### src/rtl/i2s_multi_capture.sv
// Captures NUM_SD stereo I2S lines and streams each frame as 2*NUM_SD samples.
// Latency: valid_o rises one clk_i after the right-slot latch that completes a frame.
// Backpressure: ready_i stalls the stream; a frame completing while streaming is dropped and flagged.
//
// Ports:
//   clk_i, rst_ni             system clock, async active-low reset
//   enable_i                  capture enable (capture restarts at the next ws change)
//   sck_i, ws_i, sd_i         raw I2S inputs, synchronised internally
//   sample_o, chan_o          current sample (MSB-aligned, truncated) and channel = 2*line+slot
//   valid_o, ready_i          stream handshake
//   frame_done_o              one-cycle pulse after the last channel of a frame is accepted
//   overflow_o, clear_i       sticky dropped-frame flag and its clear
//   frame_cnt_o               accepted-frame counter, wraps
module i2s_multi_capture #(
    parameter int NUM_SD    = 2,
    parameter int DATA_BITS = 24,
    parameter int SAMPLE_W  = 16,
    localparam int NCH      = 2 * NUM_SD,
    localparam int CW       = (NCH > 1) ? $clog2(NCH) : 1
) (
    input  logic                clk_i,
    input  logic                rst_ni,
    input  logic                enable_i,
    input  logic                sck_i,
    input  logic                ws_i,
    input  logic [NUM_SD-1:0]   sd_i,
    output logic [SAMPLE_W-1:0] sample_o,
    output logic [CW-1:0]       chan_o,
    output logic                valid_o,
    input  logic                ready_i,
    output logic                frame_done_o,
    output logic                overflow_o,
    input  logic                clear_i,
    output logic [15:0]         frame_cnt_o
);

    localparam int BCW = $clog2(DATA_BITS + 1);
    localparam logic [BCW-1:0] BC_FULL  = BCW'(DATA_BITS);
    localparam logic [BCW-1:0] BC_LAST  = BCW'(DATA_BITS - 1);
    localparam logic [CW-1:0]  LAST_IDX = CW'(NCH - 1);

    // ---------------- input synchronisers ----------------
    logic              sck_m, sck_s, sck_d;
    logic              ws_m, ws_s;
    logic [NUM_SD-1:0] sd_m, sd_s;
    logic              sck_re;

    always_ff @(posedge clk_i or negedge rst_ni) begin
        if (!rst_ni) begin
            sck_m <= 1'b0;
            sck_s <= 1'b0;
            sck_d <= 1'b0;
            ws_m  <= 1'b0;
            ws_s  <= 1'b0;
            sd_m  <= '0;
            sd_s  <= '0;
        end else begin
            sck_m <= sck_i;
            sck_s <= sck_m;
            sck_d <= sck_s;
            ws_m  <= ws_i;
            ws_s  <= ws_m;
            sd_m  <= sd_i;
            sd_s  <= sd_m;
        end
    end

    assign sck_re = sck_s & ~sck_d;

    // ---------------- slot capture ----------------
    logic                 ws_prev;
    logic                 slot;
    logic [BCW-1:0]       bitcnt;
    logic                 left_ok;
    logic                 frame_evt;
    logic [DATA_BITS-1:0] shreg [NUM_SD];
    logic [DATA_BITS-1:0] hold  [NCH];

    always_ff @(posedge clk_i or negedge rst_ni) begin
        if (!rst_ni) begin
            ws_prev   <= 1'b0;
            slot      <= 1'b0;
            bitcnt    <= BC_FULL;
            left_ok   <= 1'b0;
            frame_evt <= 1'b0;
            for (int l = 0; l < NUM_SD; l++) shreg[l] <= '0;
            for (int c = 0; c < NCH; c++)    hold[c]  <= '0;
        end else begin
            frame_evt <= 1'b0;
            if (sck_re) begin
                ws_prev <= ws_s;
                if (ws_s != ws_prev) begin
                    // first edge of a slot carries the previous word's tail: skip it
                    slot   <= ws_s;
                    bitcnt <= '0;
                end else if (bitcnt < BC_FULL) begin
                    bitcnt <= bitcnt + 1'b1;
                    for (int l = 0; l < NUM_SD; l++)
                        shreg[l] <= {shreg[l][DATA_BITS-2:0], sd_s[l]};
                    if (bitcnt == BC_LAST) begin
                        for (int l = 0; l < NUM_SD; l++)
                            hold[2*l + (slot ? 1 : 0)] <= {shreg[l][DATA_BITS-2:0], sd_s[l]};
                        if (!slot) begin
                            left_ok <= 1'b1;
                        end else if (left_ok) begin
                            left_ok   <= 1'b0;
                            frame_evt <= 1'b1;
                        end
                    end
                end
            end
            // disabled: park the bit counter so nothing latches until a fresh ws change
            if (!enable_i) begin
                bitcnt    <= BC_FULL;
                left_ok   <= 1'b0;
                frame_evt <= 1'b0;
            end
        end
    end

    // ---------------- output stream FSM ----------------
    typedef enum logic {IDLE, STREAM} state_t;
    state_t              state, state_nxt;
    logic [CW-1:0]       idx;
    logic [DATA_BITS-1:0] obuf [NCH];
    logic                load, advance, finish, ovf_set;

    always_ff @(posedge clk_i or negedge rst_ni) begin
        if (!rst_ni) state <= IDLE;
        else         state <= state_nxt;
    end

    always_comb begin
        state_nxt = state;
        load      = 1'b0;
        advance   = 1'b0;
        finish    = 1'b0;
        ovf_set   = 1'b0;
        valid_o   = 1'b0;
        chan_o    = '0;
        sample_o  = '0;
        case (state)
            IDLE: begin
                if (frame_evt) begin
                    load      = 1'b1;
                    state_nxt = STREAM;
                end
            end
            STREAM: begin
                valid_o  = 1'b1;
                chan_o   = idx;
                sample_o = obuf[idx][DATA_BITS-1 -: SAMPLE_W];
                // the buffer is busy until the last beat has left, so a new frame is lost
                ovf_set  = frame_evt;
                if (ready_i) begin
                    if (idx == LAST_IDX) begin
                        finish    = 1'b1;
                        state_nxt = IDLE;
                    end else begin
                        advance = 1'b1;
                    end
                end
            end
            default: state_nxt = IDLE;
        endcase
    end

    always_ff @(posedge clk_i or negedge rst_ni) begin
        if (!rst_ni) begin
            idx          <= '0;
            frame_cnt_o  <= '0;
            frame_done_o <= 1'b0;
            overflow_o   <= 1'b0;
            for (int c = 0; c < NCH; c++) obuf[c] <= '0;
        end else begin
            frame_done_o <= finish;
            if (load) begin
                idx         <= '0;
                frame_cnt_o <= frame_cnt_o + 16'd1;
                for (int c = 0; c < NCH; c++) obuf[c] <= hold[c];
            end else if (advance) begin
                idx <= idx + 1'b1;
            end
            if (ovf_set)      overflow_o <= 1'b1;
            else if (clear_i) overflow_o <= 1'b0;
        end
    end

endmodule
### config.mk
export PLATFORM = sky130hd
export DESIGN_NAME = i2s_multi_capture
export DESIGN_NICKNAME = d
export VERILOG_FILES = /design/src/rtl/i2s_multi_capture.sv
export SDC_FILE = /design/constraint.sdc
export NUM_CORES = 1
export LEC_CHECK = 0
export ABC_AREA = 1
export CORE_MARGIN = 5
export CORE_UTILIZATION = 56
export CTS_BUF_LIST = sky130_fd_sc_hd__clkbuf_8
export DETAILED_ROUTE_END_ITERATION = 10
export GPL_TIMING_DRIVEN = 0
export PLACE_DENSITY_LB_ADDON = 0.3
export SYNTH_ARGS = -nofsm -noshare
export SYNTH_HDL_FRONTEND = slang
export SYNTH_SLANG_ARGS = --single-unit
### constraint.sdc
create_clock -name clk_i -period 1.65 [get_ports clk_i]
set_clock_uncertainty 0.15 [all_clocks]
set_input_delay 0.33 -clock clk_i [delete_from_list [all_inputs] [get_ports clk_i]]
set_output_delay 0.33 -clock clk_i [all_outputs]
set_load 0.1 [all_outputs]
==> out/qor.yml <==
clock_tree:
  cts.sinks: 213
  cts-root-buf: "clkbuf_8"
  numCtsBuffers: 35
  insertion_delay_ps: 530
  cts_buffer_depth: 3
  cts.reportedPaths.clkPinSlew_ps: 70
  cts_tree: "yes"
  cts.htree.levels: 2
critical_path:
  crit_type: "flop to output port"
  cp-start-kind: "flop"
  r2r_start: "frame_cnt_o[12]"
  crit_required_ps: 1170
  setup.worst_path.end_class: "output port"
  cp-endpoint: "sample_o[14]"
  r2r-end: "frame_cnt_o[13]"
  r2r_cells: 6
  cp_max_fo: 10
  rrSetupSlack_ps: -180
  cp_data_arrival_time_ps: 2080
  crit_start: "idx[0]"
power:
  pwr_density_cell_nw_per_um2: 1291
  leakagePower_nw: 6.359
  max-vdd-ir-drop_mv: 1.068
  finalPower_mw: 16.21
sta:
  slew-limit-headroom: 0.5396
  tightestPinTransition_ps: 690.6
  fmax_ghz: 0.3900
  fin_ws_ps: -914.0
  rsz0062_at_grt: "yes"
  setup_viol: 99
  period_share: 1.554
  finalMaxSlewViolations: 0
  layout_min_cycle_time_ps: 2564
  hold_violations: 86
  hold_slack_ps: -363.1
drt:
  via_per_inst: 5.904
  wl_per_cell_um: 20.44
  wirelength_um: 29660
  drtIter0Drc: 1074
  drc: 0
  postRouteAntennaNets: 0
  vias: 8566
  first_pass_iters: 5
final_layout:
  final_common_cell: "nand2_1"
  antennaDiodeCount: 0
  final_nets: 1225
  area_growth_pct: 38.02
  final_layout_size_suffix_gt1_frac: 0.3117
  layout_common_cells: "nand2_1 (387), dfrtp_1 (192), nand4_1 (73)"
logic_synthesis:
  synth_cells: 1077
  synth_area_per_cell_sq_um: 8.442
  ys_seq_area_frac: 0.5865
  async_flop_share: 1.000
  syn_area_sq_um: 9092
  synth_flop_cell: "dfrtp_1"
  synth_fp_nets: 1089
  synth_cell_types: 26
  ys_ff_latch: 213
  yosys_warnings: 0
  synth_edf_count: 0
die:
  fp.coreArea_sq_um: 15890
  die_width_um: 137.4
  dieHeight_um: 137.4
  ios: 46
  rows: 46
  initial_core_util: 0.5724
  dieArea_sq_um: 18880
global_routing:
  grt_pass1_wl_um: 39120
  track_usage: 0.2627
  grt_pass1_vias: 7777
  antenna_found_initial: 0
  grt_max_degree: 128
  grt-ovfl-total: 0
status:
  violations: "hold timing, setup timing"
  outcome: "finished with violations"
placed_design:
  gp_congestion: 0.8712
  port_buffers: 45
  dpl.hpwl_um: 15300
flow_run:
  drv_cap: 0
worst_hold_path:
  hp-class: "primary input to asynchronous set/reset pin"
-- registers in the layout, summed over array words and instances, names as in the netlist, 2 cells and up --
signal	flops
bitcnt	5
frame_cnt_o	16
hold	64
idx	2
obuf	64
sd_m	2
sd_s	2
shreg	46
-- layer usage --
| layer | GRT usage | part of all wire | vias up |
|---|---|---|---|
| met5 | 0 | 0 | - |
| met4 | 0.1225 | 0.063 | 0 |
| met1 | 0.3627 | 0.38 | 4110 |
| met2 | 0.4100 | 0.48 | 534 |
| met3 | 0.04346 | 0.082 | 162 |
| li1 | - | - | 3760 |
-- through the flow --
stage | area, sq um | setup slack (ps) | utilization | instances | setup TNS [ps]
detailed placement | 10140 | -1414 | 0.6384 | 1339 | -47390
global route | 12550 | -917.2 | 0.7900 | 1451 | -24550
global placement | 10110 | -10060 | 0.6363 | 1338 | -1877610
CTS | 11560 | -718.2 | 0.7280 | 1413 | -12400
floorplan | 9388 | -452.2 | - | 1077 | -6134
finish | 12550 | -914.0 | 0.7900 | 1451 | -18200
-- where the power goes --
part | leakage (nW) | switching [mW] | internal, mW
clock network | 0.402 | 2.09 | 2.49
logic | 3.06 | 3.70 | 2.09
registers | 2.89 | 0.289 | 5.54
-- cell type report --
cell class                      count  area (sq um)
Sequential cell                   213          5364
Clock inverter                     16         87.58
Timing Repair Buffer              100          1354
Inverter                           30         130.1
Buffer                             65         573.1
Fill cell                         858          3336
Tap cell                          216         270.3
Clock buffer                       43         591.8
Multi-Input combinational cell    768          4179
-- Yosys cell counts, types with 2 or more instances --
cell | n | area (sq um)
nand2_1 | 464 | 1742
dfrtp_1 | 211 | 5280
nor2_1 | 86 | 322.8
nand4_1 | 73 | 456.7
nand3_1 | 63 | 315.3
o21ai_0 | 34 | 170.2
buf_2 | 29 | 145.1
inv_1 | 28 | 105.1
clkbuf_1 | 23 | 86.33
a21oi_1 | 19 | 95.09
buf_4 | 8 | 60.06
xnor2_1 | 8 | 70.07
buf_1 | 6 | 22.52
o21ai_1 | 4 | 20.02
xor2_1 | 4 | 35.03
ha_1 | 3 | 37.54
nor3_1 | 3 | 15.01
dfstp_2 | 2 | 52.55
nor2_2 | 2 | 12.51
-- critical path, stage by stage, from the launching register on --
cell	delay [ps]
dfrtp_2	430
buf_8	150
buf_8	160
nor2_1	90
nor2_1	200
o21ai_2	140
a21oi_4	190
buf_12	190
-- repair_timing --
item,in CTS,in global routing
pin swaps,19,40
endpoints found under the setup margin,210,210
cloned,1,9
gates resized for setup,427,203
setup buffers,14,30
hold endpoints to repair,86,86
-- how the worst min path moves through the flow --
stage / from / endpoint / slack, ps / cells past startpoint
global placement: ws_m / ws_s / 180 / 0
CTS: rst_ni / shreg[12] / -340 / 1
finish: rst_ni / shreg[12] / -360 / 1
floorplan: rst_ni / bitcnt[0] / -120 / 0
global route: rst_ni / hold[34] / -310 / 1
detailed placement: sd_m[0] / sd_s[0] / 180 / 0
-- logic make-up after synthesis --
group / count (synthesis) / share of synthesized area
buf+inv: 96 / 0.04692
simple gates: 694 / 0.3171
fa+ha+maj: 3 / 0.004129
xor+xnor: 13 / 0.01335
flops: 213 / 0.5865
compound gates: 58 / 0.03206
Power figures use the tool's default switching activity.
